$ cat config.mk
export PLATFORM = sky130hd
export DESIGN_NAME = pool_ctrl
export DESIGN_NICKNAME = d
export VERILOG_FILES = /design/src/rtl/pool_ctrl.sv
export SDC_FILE = /design/constraint.sdc
export NUM_CORES = 1
export LEC_CHECK = 0
export CAP_MARGIN = 10
export CORE_MARGIN = 8
export CORE_UTILIZATION = 45
export CTS_BUF_LIST = sky130_fd_sc_hd__clkbuf_16
export DETAILED_ROUTE_END_ITERATION = 10
export PLACE_DENSITY = 0.75
export SLEW_MARGIN = 20
export SYNTH_ARGS = -nofsm -noshare
export SYNTH_HDL_FRONTEND = slang
export SYNTH_SLANG_ARGS = --single-unit
$ cat constraint.sdc
create_clock -name clk -period 5.75 [get_ports clk]
set_input_delay 0.575 -clock clk [delete_from_list [all_inputs] [get_ports clk]]
set_output_delay 0.575 -clock clk [all_outputs]
set_load 0.005 [all_outputs]
$ cat src/rtl/pool_ctrl.sv
// pool_ctrl: tile sequencer for the max_pooling datapath.
// Walks the feature map tile by tile: request tile, pool it, hand the result
// downstream over valid/ready, then move to the next tile origin.
module pool_ctrl #(
  parameter int FM_R      = 6,
  parameter int FM_C      = 6,
  parameter int TILE_R    = 3,
  parameter int TILE_C    = 3,
  parameter int TILE_STEP = 3,
  parameter int IDX_W     = 8
) (
  input  logic             clk,
  input  logic             rst,
  input  logic             start,
  input  logic             abort,
  output logic             tile_req,
  input  logic             tile_ack,
  output logic             tile_hold,
  output logic [IDX_W-1:0] tile_row,
  output logic [IDX_W-1:0] tile_col,
  output logic             clr,
  output logic             en_pool,
  output logic             en_pool_out,
  output logic             out_valid,
  input  logic             out_ready,
  output logic [IDX_W-1:0] out_idx,
  output logic             busy,
  output logic             done
);

  localparam int NTR = (FM_R - TILE_R) / TILE_STEP + 1;
  localparam int NTC = (FM_C - TILE_C) / TILE_STEP + 1;
  localparam logic [IDX_W-1:0] NTR_LAST = IDX_W'(NTR - 1);
  localparam logic [IDX_W-1:0] NTC_LAST = IDX_W'(NTC - 1);
  localparam logic [IDX_W-1:0] NTC_W    = IDX_W'(NTC);
  localparam logic [IDX_W-1:0] STEP_W   = IDX_W'(TILE_STEP);

  typedef enum logic [2:0] {
    S_IDLE, S_CLR, S_REQ, S_POOL, S_OUT, S_WR, S_DONE, S_FLUSH
  } state_t;

  state_t           state, state_nxt;
  logic [IDX_W-1:0] row_cnt, col_cnt;
  logic             last_tile, advance;

  assign last_tile = (row_cnt == NTR_LAST) && (col_cnt == NTC_LAST);
  // abort wins over a same-cycle handshake, so the counters must not move
  assign advance   = (state == S_WR) && out_ready && !abort;

  // state register
  always_ff @(posedge clk) begin
    if (!rst) state <= S_IDLE;
    else      state <= state_nxt;
  end

  // tile counters: zeroed in CLR, stepped on each accepted result, frozen on the last tile
  always_ff @(posedge clk) begin
    if (!rst) begin
      row_cnt <= '0;
      col_cnt <= '0;
    end else if (state == S_CLR) begin
      row_cnt <= '0;
      col_cnt <= '0;
    end else if (advance && !last_tile) begin
      if (col_cnt == NTC_LAST) begin
        col_cnt <= '0;
        row_cnt <= row_cnt + 1'b1;
      end else begin
        col_cnt <= col_cnt + 1'b1;
      end
    end
  end

  // next state; abort overrides every transition outside IDLE/FLUSH
  always_comb begin
    state_nxt = state;
    case (state)
      S_IDLE:  if (start && !abort) state_nxt = S_CLR;
      S_CLR:   state_nxt = S_REQ;
      S_REQ:   if (tile_ack) state_nxt = S_POOL;
      S_POOL:  state_nxt = S_OUT;
      S_OUT:   state_nxt = S_WR;
      S_WR:    if (out_ready) state_nxt = last_tile ? S_DONE : S_REQ;
      S_DONE:  state_nxt = S_IDLE;
      S_FLUSH: state_nxt = S_IDLE;
      default: state_nxt = S_IDLE;
    endcase
    if (abort && state != S_IDLE && state != S_FLUSH) state_nxt = S_FLUSH;
  end

  // Moore output decode; enables stay high in WR so max_pooling keeps Y
  always_comb begin
    tile_req    = 1'b0;
    tile_hold   = 1'b0;
    clr         = 1'b0;
    en_pool     = 1'b0;
    en_pool_out = 1'b0;
    out_valid   = 1'b0;
    done        = 1'b0;
    case (state)
      S_CLR, S_FLUSH: clr = 1'b1;
      S_REQ:  tile_req = 1'b1;
      S_POOL: begin
        en_pool   = 1'b1;
        tile_hold = 1'b1;
      end
      S_OUT: begin
        en_pool     = 1'b1;
        en_pool_out = 1'b1;
        tile_hold   = 1'b1;
      end
      S_WR: begin
        en_pool     = 1'b1;
        en_pool_out = 1'b1;
        tile_hold   = 1'b1;
        out_valid   = 1'b1;
      end
      S_DONE: done = 1'b1;
      default: ;
    endcase
  end

  assign busy     = (state != S_IDLE);
  assign tile_row = row_cnt * STEP_W;
  assign tile_col = col_cnt * STEP_W;
  assign out_idx  = row_cnt * NTC_W + col_cnt;

endmodule

==> results by group, run 1 <==
Run status
  • Outcome: finished clean

Finish
  • Nets: ~310
  • Final core occ: roughly 59%
  • Filler instances: between 300 and 400
  • Number of antenna diodes: 0
  • Layout area overhead: 23.7%
  • Ratio of cells with drive above 1 in the final layout: 2.93%

Power
  • Final Power: 429 uW
  • Peak VDD IR: between 0.00015 and 0.0002 V
  • Pwr/cell area: about 180 nW/um2
  • Leak: ~0.95 nW

Clock network
  • H-tree levels: 1
  • TritonCTS sink count: 19
  • Post_cts resized: 0
  • Clk buf depth: 2
  • Root buffer cell: clkbuf_16
  • CTS clk-pin slew, worst paths: about 0.060 ns
  • Latest clock arrival within the worst-skew pair: 0.25 ns
  • Setup bufs post-CTS: 0
  • CTS tree: built
  • Hold Buf Count CTS: 0
  • CTS Buf Count: 3

Synthesis
  • XOR/XNOR share of the synthesized area: 8.26%
  • Post-Synthesis Cells: ~240
  • Post-Syn Area: approximately 1900 um2
  • Yosys warns: 0
  • Compound-Gate Fraction of Synth Area: 19.3%
  • Synthesis-stage register bit count: 19
  • Post-synthesis mux area share: less than 1%
  • Fraction of registers with async set/reset: 0%
  • Register area share after synthesis: between 10% and 20%
  • Average size of a mapped cell: about 8 um2
  • Post-synth cell types: 44
  • Area share of and/or/nand/nor cells after synthesis: between 20% and 30%
  • Ys flop type: dfxtp_1
  • Main combinational cell family by area after synthesis: simple AND/OR/NAND/NOR gates
  • Post-Synthesis Net Count: about 280
  • Post-synthesis adder-cell area fraction: between 20% and 30%
  • Post-synth EDFFs: 0

Worst setup path
  • Kind of end point of the critical path: output pin
  • Critical path endpoint: tile_col[7]
  • Crit path max fanout: 5
  • CP Launch Point: col_cnt[2]
  • Crit path required time: 5.18 ns
  • FF-to-FF Start: row_cnt[1]
  • Startpoint Class: register
  • R2R Setup Slk: approximately 3.5 ns
  • R2r worst-path depth: 6
  • Setup CP Type: reg -> out
  • Crit path arrival time: roughly 2.8 ns
  • R2r endpoint: col_cnt[7]

Die
  • Die height: a little over 80 um
  • Core area: between 4000 and 5000 um2
  • DIE WIDTH: about 81 um
  • Rows: 23
  • Die area: approximately 6600 um2
  • Initial Utilization: 47.4%
  • I/O pins: 38

Placement
  • DPL Wire Length: about 3.6 mm
  • Port buffer count: 37
  • Place WS: around 2.6 ns
  • RD Place Congestion: about 0.84

Timing
  • Final Slew Violations: 0
  • Final setup viols: 0
  • Max-slew headroom: 44.9%
  • Final Hold Viols: 0
  • RSZ-0062 raised after global routing: no
  • Layout Skew: between 0.003 and 0.004 ns
  • Worst-Margin Slew: around 0.82 ns
  • Final worst slack: approximately 2.3 ns
  • Final Critical Period: 3.42 ns
  • Setup_tns: 0 ns
  • Max Clk Rate: 293 MHz
  • Tcrit/Tclk final: about three fifths

Route
  • 1st-iter DRT viols: slightly below 90
  • DR vias/cell: 5.39
  • Via count: 1742
  • Post-Route WL: about 4.5 mm
  • DRT Pass-1 Iters: 4
  • Residual DRC: 0
  • Final ANT Viol Nets: 0
  • Wire length per cell: 13.9 um

Global routing
  • Global-route wire length before repair: approximately 7.8 mm
  • Initial antenna violation count: 0
  • GRT Total Usage: around 14%
  • GRT overflow: 0
  • Largest net degree at the start of global routing: 15
  • Vias in the first global route: 1687

Hold path
  • Hold Path Depth: 3
  • Worst hold path class: reg -> reg

Run
  • Max cap viols: 0
-- report_power, final --
group | internal (mW) | switching (mW)
registers | 0.139 | 0.0232
logic | 0.0641 | 0.0569
clock network | 0.0927 | 0.0537
total | 0.296 | 0.134
-- kinds of logic after synthesis --
family	Yosys count
compound gates	55
mux	1
simple gates	80
fa+ha+maj	29
flops	19
xor+xnor	18
buf+inv	40
-- final cells by class --
cell class	instances	area, um2	share of cell area, %
Multi-Input combinational cell	183	1360	57.5
Sequential cell	19	380	16.1
Timing Repair Buffer	37	370	15.7
Inverter	30	113	4.77
Clock buffer	3	75.1	3.18
Tap cell	50	62.6	2.65
Clock inverter	1	3.75	0.159
-- state kept, by name, summed over array words and instances (netlist names) --
| register | flops |
|---|---|
| state | 3 |
| row_cnt | 8 |
| col_cnt | 8 |
-- cell usage after synthesis, types with 5 or more instances --
cell | instances | area (um2)
inv_1 | 30 | 113
buf_4 | 5 | 37.5
dfxtp_1 | 19 | 380
a21oi_1 | 18 | 90.1
a211oi_1 | 6 | 45.0
o21ai_0 | 7 | 35.0
nand2_1 | 21 | 78.8
nor2_1 | 19 | 71.3
ha_1 | 26 | 325
xnor2_1 | 15 | 131
nor2b_1 | 8 | 50.1
o211ai_1 | 6 | 45.0
-- critical path: stages (launching register included) --
cell	delay (ns)
dfxtp_1	0.41
inv_1	0.13
ha_1	0.36
nor2b_1	0.16
o31a_1	0.27
or4b_2	0.62
o2111ai_1	0.11
clkdlybuf4s50_1	0.53
-- metrics by stage --
| step | area [um2] | hold WS (ns) | std cells |
|---|---|---|---|
| floorplan | 1910 | 0.476 | 242 |
| global placement | 2280 | 0.501 | 319 |
| detailed placement | 2280 | 0.505 | 319 |
| CTS | 2360 | 0.512 | 323 |
| global route | 2360 | 0.528 | 323 |
| finish | 2360 | 0.516 | 323 |
-- metal layers --
layer | global-route usage (%) | share of wire (%)
met5 | 0 | 0
met4 | 4.46 | 1.2
met2 | 22.7 | 45
met1 | 19.1 | 48
met3 | 3.09 | 6.3
-- how the worst min path moves through the flow --
stage / start / end / slack [ns]
after floorplan: col_cnt[7] / col_cnt[7] / 0.48
after global placement: row_cnt[7] / row_cnt[7] / 0.50
after detailed placement: row_cnt[7] / row_cnt[7] / 0.50
after CTS: row_cnt[7] / row_cnt[7] / 0.51
after global routing: row_cnt[7] / row_cnt[7] / 0.53
final: row_cnt[7] / row_cnt[7] / 0.52
-- cells in the final DEF (no fill, tap or decap), drive strengths merged, types with 2 or more instances in the layout --
master,netlist,routed
nor3,3,3
xnor2,15,15
a21oi,18,18
a211o,2,2
nand4b,3,3
a211oi,6,6
fa,3,3
o31a,2,2
xor2,3,3
o21a,3,3
inv,30,31
nand3b,2,2
nor4,3,3
a21o,2,2
and3,2,2
o21ai,8,8
a2111oi,2,2
nand3,3,3
dfxtp,19,19
o211ai,6,6
ha,26,26
and4,2,2
clkdlybuf4s50,0,37
or4,4,4
nor2b,8,8
nor2,19,19
or3,2,2
nand4,3,3
clkbuf,3,3
nand2b,3,3
nand2,21,21
Note: power is estimated with default switching activity, not from simulation.
==> run 2, diff against run 1 <==
--- a/config.mk
+++ b/config.mk
@@ -10,7 +10,7 @@
 export CORE_UTILIZATION = 45
 export CTS_BUF_LIST = sky130_fd_sc_hd__clkbuf_16
 export DETAILED_ROUTE_END_ITERATION = 10
-export PLACE_DENSITY = 0.75
+export PLACE_DENSITY = 0.78
 export SLEW_MARGIN = 20
 export SYNTH_ARGS = -nofsm -noshare
 export SYNTH_HDL_FRONTEND = slang
==> constraint.sdc (replaced) <==
create_clock -name clk -period 3.1 [get_ports clk]
set_input_delay 0.31 -clock clk [delete_from_list [all_inputs] [get_ports clk]]
set_output_delay 0.31 -clock clk [all_outputs]
set_load 0.005 [all_outputs]
==> run 2 against run 1 <==
  * Die area unchanged
  * Clock power up 88%
  * Via count up 0.23%
  * Sequential power up 85%
  * Largest cell class unchanged
==> results by group, run 2 (same netlist as run 1, synthesis figures left out) <==
Global routing
  • Vias in the first global route: between 1500 and 2000
  • Largest net degree at the start of global routing: 15
  • GRT overflow: 0
  • Met3 global-route usage: between 2 and 2.5%
  • Gr busiest metal: met2
  • GRT Total Usage: roughly 14%
  • Initial antenna violation count: 0
  • Global-route wire length before repair: 7.65 mm
  • Met1 Use GR: 19.3%
  • Met2 GRT Util: 22.3%

Route
  • Final ANT Viol Nets: 0
  • DR vias/cell: between 5 and 6
  • DRT Pass-1 Iters: 4
  • 1st-iter DRT viols: 78
  • Post-Route WL: 4.53 mm
  • Via count: between 1500 and 2000
  • Wire length per cell: ~14 um
  • Residual DRC: 0

Finish
  • Filler instances: around 380
  • Ratio of cells with drive above 1 in the final layout: 4.76%
  • Layout area overhead: 24.8%
  • Final core occ: around three fifths
  • Largest registers: col_cnt: 8 flops, row_cnt: 8 flops, state: 3 flops
  • Nets: about 300
  • Commonest non-fill, non-tap cell in the layout: clkdlybuf4s50_1
  • Number of antenna diodes: 0
  • Most frequent cells in the layout: clkdlybuf4s50_1, inv_1, ha_1, nand2_1, nor2_1
  • Final Instance Area: around 2400 um2

Timing
  • Final setup viols: 0
  • Final Critical Period: about 2.9 ns
  • Final worst slack: 0.191 ns
  • Layout Skew: roughly 0.0033 ns
  • Tcrit/Tclk final: 93.9%
  • Max Clk Rate: between 300 and 400 MHz
  • RSZ-0062 raised after global routing: no
  • Final Slew Violations: 0
  • Worst-Margin Slew: slightly above 0.8 ns
  • Setup_tns: 0 ns
  • Max-slew headroom: roughly 45%
  • Final Hold Viols: 0
  • Worst hold slack: between 0.5 and 0.6 ns

Die
  • Core area: about 4000 um2
  • DIE WIDTH: about 81 um
  • Initial Utilization: ~47%
  • Die area: 6580 um2
  • Rows: 23
  • Die height: ~81 um
  • I/O pins: 38

Clock network
  • CTS Buf Count: 3
  • Latest clock arrival within the worst-skew pair: between 0.2 and 0.3 ns
  • Hold Buf Count CTS: 0
  • CTS tree: built
  • Clk buf depth: 2
  • CTS clk-pin slew, worst paths: roughly 0.060 ns
  • TritonCTS sink count: 19
  • Root buffer cell: clkbuf_16
  • H-tree levels: 1

Worst setup path
  • R2r worst-path depth: 6
  • Startpoint Class: register
  • Setup CP Type: reg -> out
  • CP Launch Point: row_cnt[0]
  • R2r endpoint: col_cnt[6]
  • Crit path required time: between 2 and 3 ns
  • Crit path max fanout: 7
  • R2R Setup Slk: just over 0.8 ns
  • Crit path arrival time: roughly 2.6 ns
  • FF-to-FF Start: row_cnt[1]
  • Kind of end point of the critical path: output pin

Placement
  • DP Area: approximately 2300 um2
  • Place WS: between 0.2 and 0.25 ns
  • RD Place Congestion: 0.808
  • Port buffer count: 37
  • DPL Wire Length: approximately 3.5 mm

Power
  • Clk pwr share: 34.3%
  • Peak VDD IR: roughly 0.00030 V
  • Pwr/cell area: about 340 nW/um2
  • Int Pwr: between 500 and 600 uW
  • Sw frac: between 30% and 40%
  • Reg power frac: 37.4%
  • Sw power: about 250 uW
  • Combinational share of power: roughly 28%
  • Leak: approximately 0.97 nW

Hold path
  • Hold Crit Start: col_cnt[0]
  • Worst hold path class: reg -> reg
  • Hold EP: col_cnt[0]
  • Hold Path Depth: 2

Run status
  • Outcome: finished clean

Run
  • Max cap viols: 0
-- run 2: cell types whose count changed in the layout (fill, tap and decap cells not counted), sizes merged --
cell / previous run / this run
clkdlybuf4s50: 37 / 36
clkinv: 0 / 1
dlymetal6s2s: 0 / 1
inv: 31 / 30
-- run 2: power by group through the flow --
stage / sequential (mW) / clock [mW] / combinational [mW]
2_1_floorplan: 0.273 / 0 / 0.164
3_3_place_gp: 0.305 / 0 / 0.226
3_5_place_dp: 0.304 / 0 / 0.225
4_1_cts: 0.298 / 0.277 / 0.229
5_1_grt: 0.304 / 0.288 / 0.251
6_report: 0.299 / 0.274 / 0.226
-- run 2: worst max path at each step --
stage	cells after the start	end	slack [ns]
after floorplan	6	tile_col[7]	0.85
after global placement	7	tile_col[7]	0.25
after detailed placement	7	tile_col[7]	0.21
after CTS	7	tile_col[7]	0.01
after global routing	7	tile_row[7]	0.07
final	8	out_idx[7]	0.19
-- run 2: through the flow --
step	total power [mW]	cells
final	0.799	323
after global routing	0.842	323
after CTS	0.804	323
after detailed placement	0.529	319
after global placement	0.531	319
after floorplan	0.437	242
-- run 2: area by class of cell --
class	count	area [um2]	area share, %
Multi-Input combinational cell	183	1370	57.6
Sequential cell	19	383	16.1
Timing Repair Buffer	37	373	15.6
Inverter	30	113	4.72
Clock buffer	3	75.1	3.15
Tap cell	50	62.6	2.62
Clock inverter	1	5.00	0.210
-- run 2: worst max-delay path, cell delays in order (launching register included) --
cell             delay, ns
dfxtp_1               0.49
ha_1                  0.25
inv_1                 0.07
fa_1                  0.43
nor2b_1               0.19
o31a_1                0.18
or4_1                 0.11
and3_1                0.14
clkdlybuf4s50_1       0.49
-- run 2: routing by layer --
layer	up-vias	share of wire [%]
met2	34	45
met3	4	3.2
li1	908	-
met5	-	0
met4	0	0.68
met1	800	52
-- run 2: repair_timing --
item,4_1_cts,5_1_grt
setup endpoints to repair,1,1
setup buffers,0,0
gates resized for setup,1,4
==> run 3, diff against run 2 <==
--- a/config.mk
+++ b/config.mk
@@ -5,12 +5,13 @@
 export SDC_FILE = /design/constraint.sdc
 export NUM_CORES = 1
 export LEC_CHECK = 0
+export ABC_CLOCK_PERIOD_IN_PS = 3100
 export CAP_MARGIN = 10
 export CORE_MARGIN = 8
-export CORE_UTILIZATION = 45
+export CORE_UTILIZATION = 47
 export CTS_BUF_LIST = sky130_fd_sc_hd__clkbuf_16
 export DETAILED_ROUTE_END_ITERATION = 10
-export PLACE_DENSITY = 0.78
+export PLACE_DENSITY = 0.81
 export SLEW_MARGIN = 20
 export SYNTH_ARGS = -nofsm -noshare
 export SYNTH_HDL_FRONTEND = slang
==> run 3 against run 2 <==
  * Combinational power hardly changed
  * Sequential power hardly changed
  * Worst setup slack better by 0.051 ns
  * Routed wire length is 4.3% higher
  * Flip-flop and latch count stayed put
  * Cell count stayed put
  * Register-to-register slack worse by 0.09 ns
  * Die area is 3.4% lower
  * Power is 0.39% lower
  * Largest cell class unchanged
  * Largest power group unchanged
==> results by group, run 3 (same netlist as run 1, synthesis figures left out) <==
Run status
  • Outcome: finished clean

Route
  • Post-Route WL: approximately 4.7 mm
  • DR vias/cell: between 5 and 6
  • Wire length per cell: around 15 um
  • DRT Pass-1 Iters: 4
  • 1st-iter DRT viols: between 60 and 70
  • Residual DRC: 0
  • Via count: approximately 1800
  • Final ANT Viol Nets: 0

Timing
  • Final Hold Viols: 0
  • Final Slew Violations: 0
  • Max Clk Rate: around 350 MHz
  • Final setup viols: 0
  • Setup_tns: 0 ns
  • RSZ-0062 raised after global routing: no
  • Final Critical Period: approximately 2.9 ns
  • Tcrit/Tclk final: between 90 and 100%
  • Layout Skew: approximately 0.0024 ns
  • Worst-Margin Slew: approximately 0.90 ns
  • Max-slew headroom: between 30 and 40%

Worst setup path
  • Kind of end point of the critical path: output pin
  • Crit path required time: between 2 and 3 ns
  • WP buf/inv: 2
  • Worst path max stage delay: 0.50 ns
  • Cell family with most CP delay: adder cells
  • Crit path arrival time: roughly 2.6 ns
  • Setup CP Type: reg -> out
  • Startpoint Class: register
  • CP Cell Sequence: ha_1 > inv_1 > fa_1 > nor2b_1 > o31a_1 > or4_1 > and3_1 > clkdlybuf4s50_1
  • Critical path's slowest cell: clkdlybuf4s50_1
  • Crit path max fanout: 7

Finish
  • Ratio of cells with drive above 1 in the final layout: 3.30%
  • Layout area overhead: 23.9%
  • Largest registers: col_cnt: 8 flops, row_cnt: 8 flops, state: 3 flops
  • Nets: roughly 300
  • Number of antenna diodes: 0
  • Commonest non-fill, non-tap cell in the layout: clkdlybuf4s50_1
  • Most frequent cells in the layout: clkdlybuf4s50_1, inv_1, ha_1, nand2_1, nor2_1

Power
  • Final Power: just under 800 uW
  • Peak VDD IR: 0.000262 V
  • Pwr/cell area: between 300 and 400 nW/um2
  • Leak: between 0.9 and 1 nW

Die
  • Die area: 6360 um2
  • Core area: 3940 um2
  • DIE WIDTH: ~80 um
  • I/O pins: 38
  • Rows: 23
  • Die height: about 80 um
  • Initial Utilization: around 48%

Clock network
  • Latest clock arrival within the worst-skew pair: approximately 0.25 ns
  • Clk buf depth: 2
  • CTS clk-pin slew, worst paths: approximately 0.060 ns
  • Setup bufs post-CTS: 0
  • TritonCTS sink count: 19
  • Hold Buf Count CTS: 0
  • Post_cts resized: 1
  • CTS Buf Count: 3
  • H-tree levels: 1
  • Root buffer cell: clkbuf_16
  • CTS tree: built

Placement
  • DPL Wire Length: between 3 and 4 mm
  • RD Place Congestion: around 0.86
  • Port buffer count: 37

Run
  • Max cap viols: 0

Global routing
  • Global-route wire length before repair: ~8.3 mm
  • Initial antenna violation count: 0
  • GRT overflow: 0
  • Vias in the first global route: around 1800
  • GRT Total Usage: 15.8%
  • Largest net degree at the start of global routing: 15

Hold path
  • Worst hold path class: reg -> reg
run 3: routing by layer:
layer	vias to the layer above	track usage, %	wire length [um]
met5	-	0	0
met4	0	3.82	42
met3	5	3.60	223
met2	38	26.5	2240
met1	821	19.7	2220
li1	910	-	-
run 3: worst reg2reg max path, stage by stage (launching register included):
cell	delay, ns
dfxtp_1	0.47
inv_1	0.13
ha_1	0.20
and4_1	0.28
a2111oi_0	0.86
nand2_1	0.18
mux2i_1	0.15
run 3: final cells by class:
class                           instances  area [um2]
Fill cell                             338        1580
Multi-Input combinational cell        183        1360
Sequential cell                        19         382
Timing Repair Buffer                   37         373
Inverter                               30         113
Clock buffer                            3        75.1
Tap cell                               50        62.6
Clock inverter                          1        3.75
run 3: power breakdown:
part,switching (mW),internal (mW)
sequential,0.0421,0.257
combinational,0.107,0.119
clock,0.0985,0.172
run 3: final timing paths:
check / start / endpoint / slack (ns) / cells past startpoint
setup / recovery: row_cnt[0] / out_idx[7] / 0.24 / 8
hold / removal: row_cnt[7] / row_cnt[7] / 0.53 / 3
setup reg to reg: row_cnt[1] / col_cnt[6] / 0.72 / 6
hold reg to reg: row_cnt[7] / row_cnt[7] / 0.53 / 3
run 3: per-stage QoR:
step	instances	utilization, %	cell area, um2	hold slack [ns]	worst slack, ns
finish	323	60.0	2370	0.534	0.242
global route	323	60.0	2370	0.565	0.0397
CTS	323	59.9	2360	0.529	0.00816
detailed placement	319	57.9	2280	0.521	0.211
global placement	319	57.9	2280	0.498	0.258
floorplan	242	-	1910	0.456	0.850
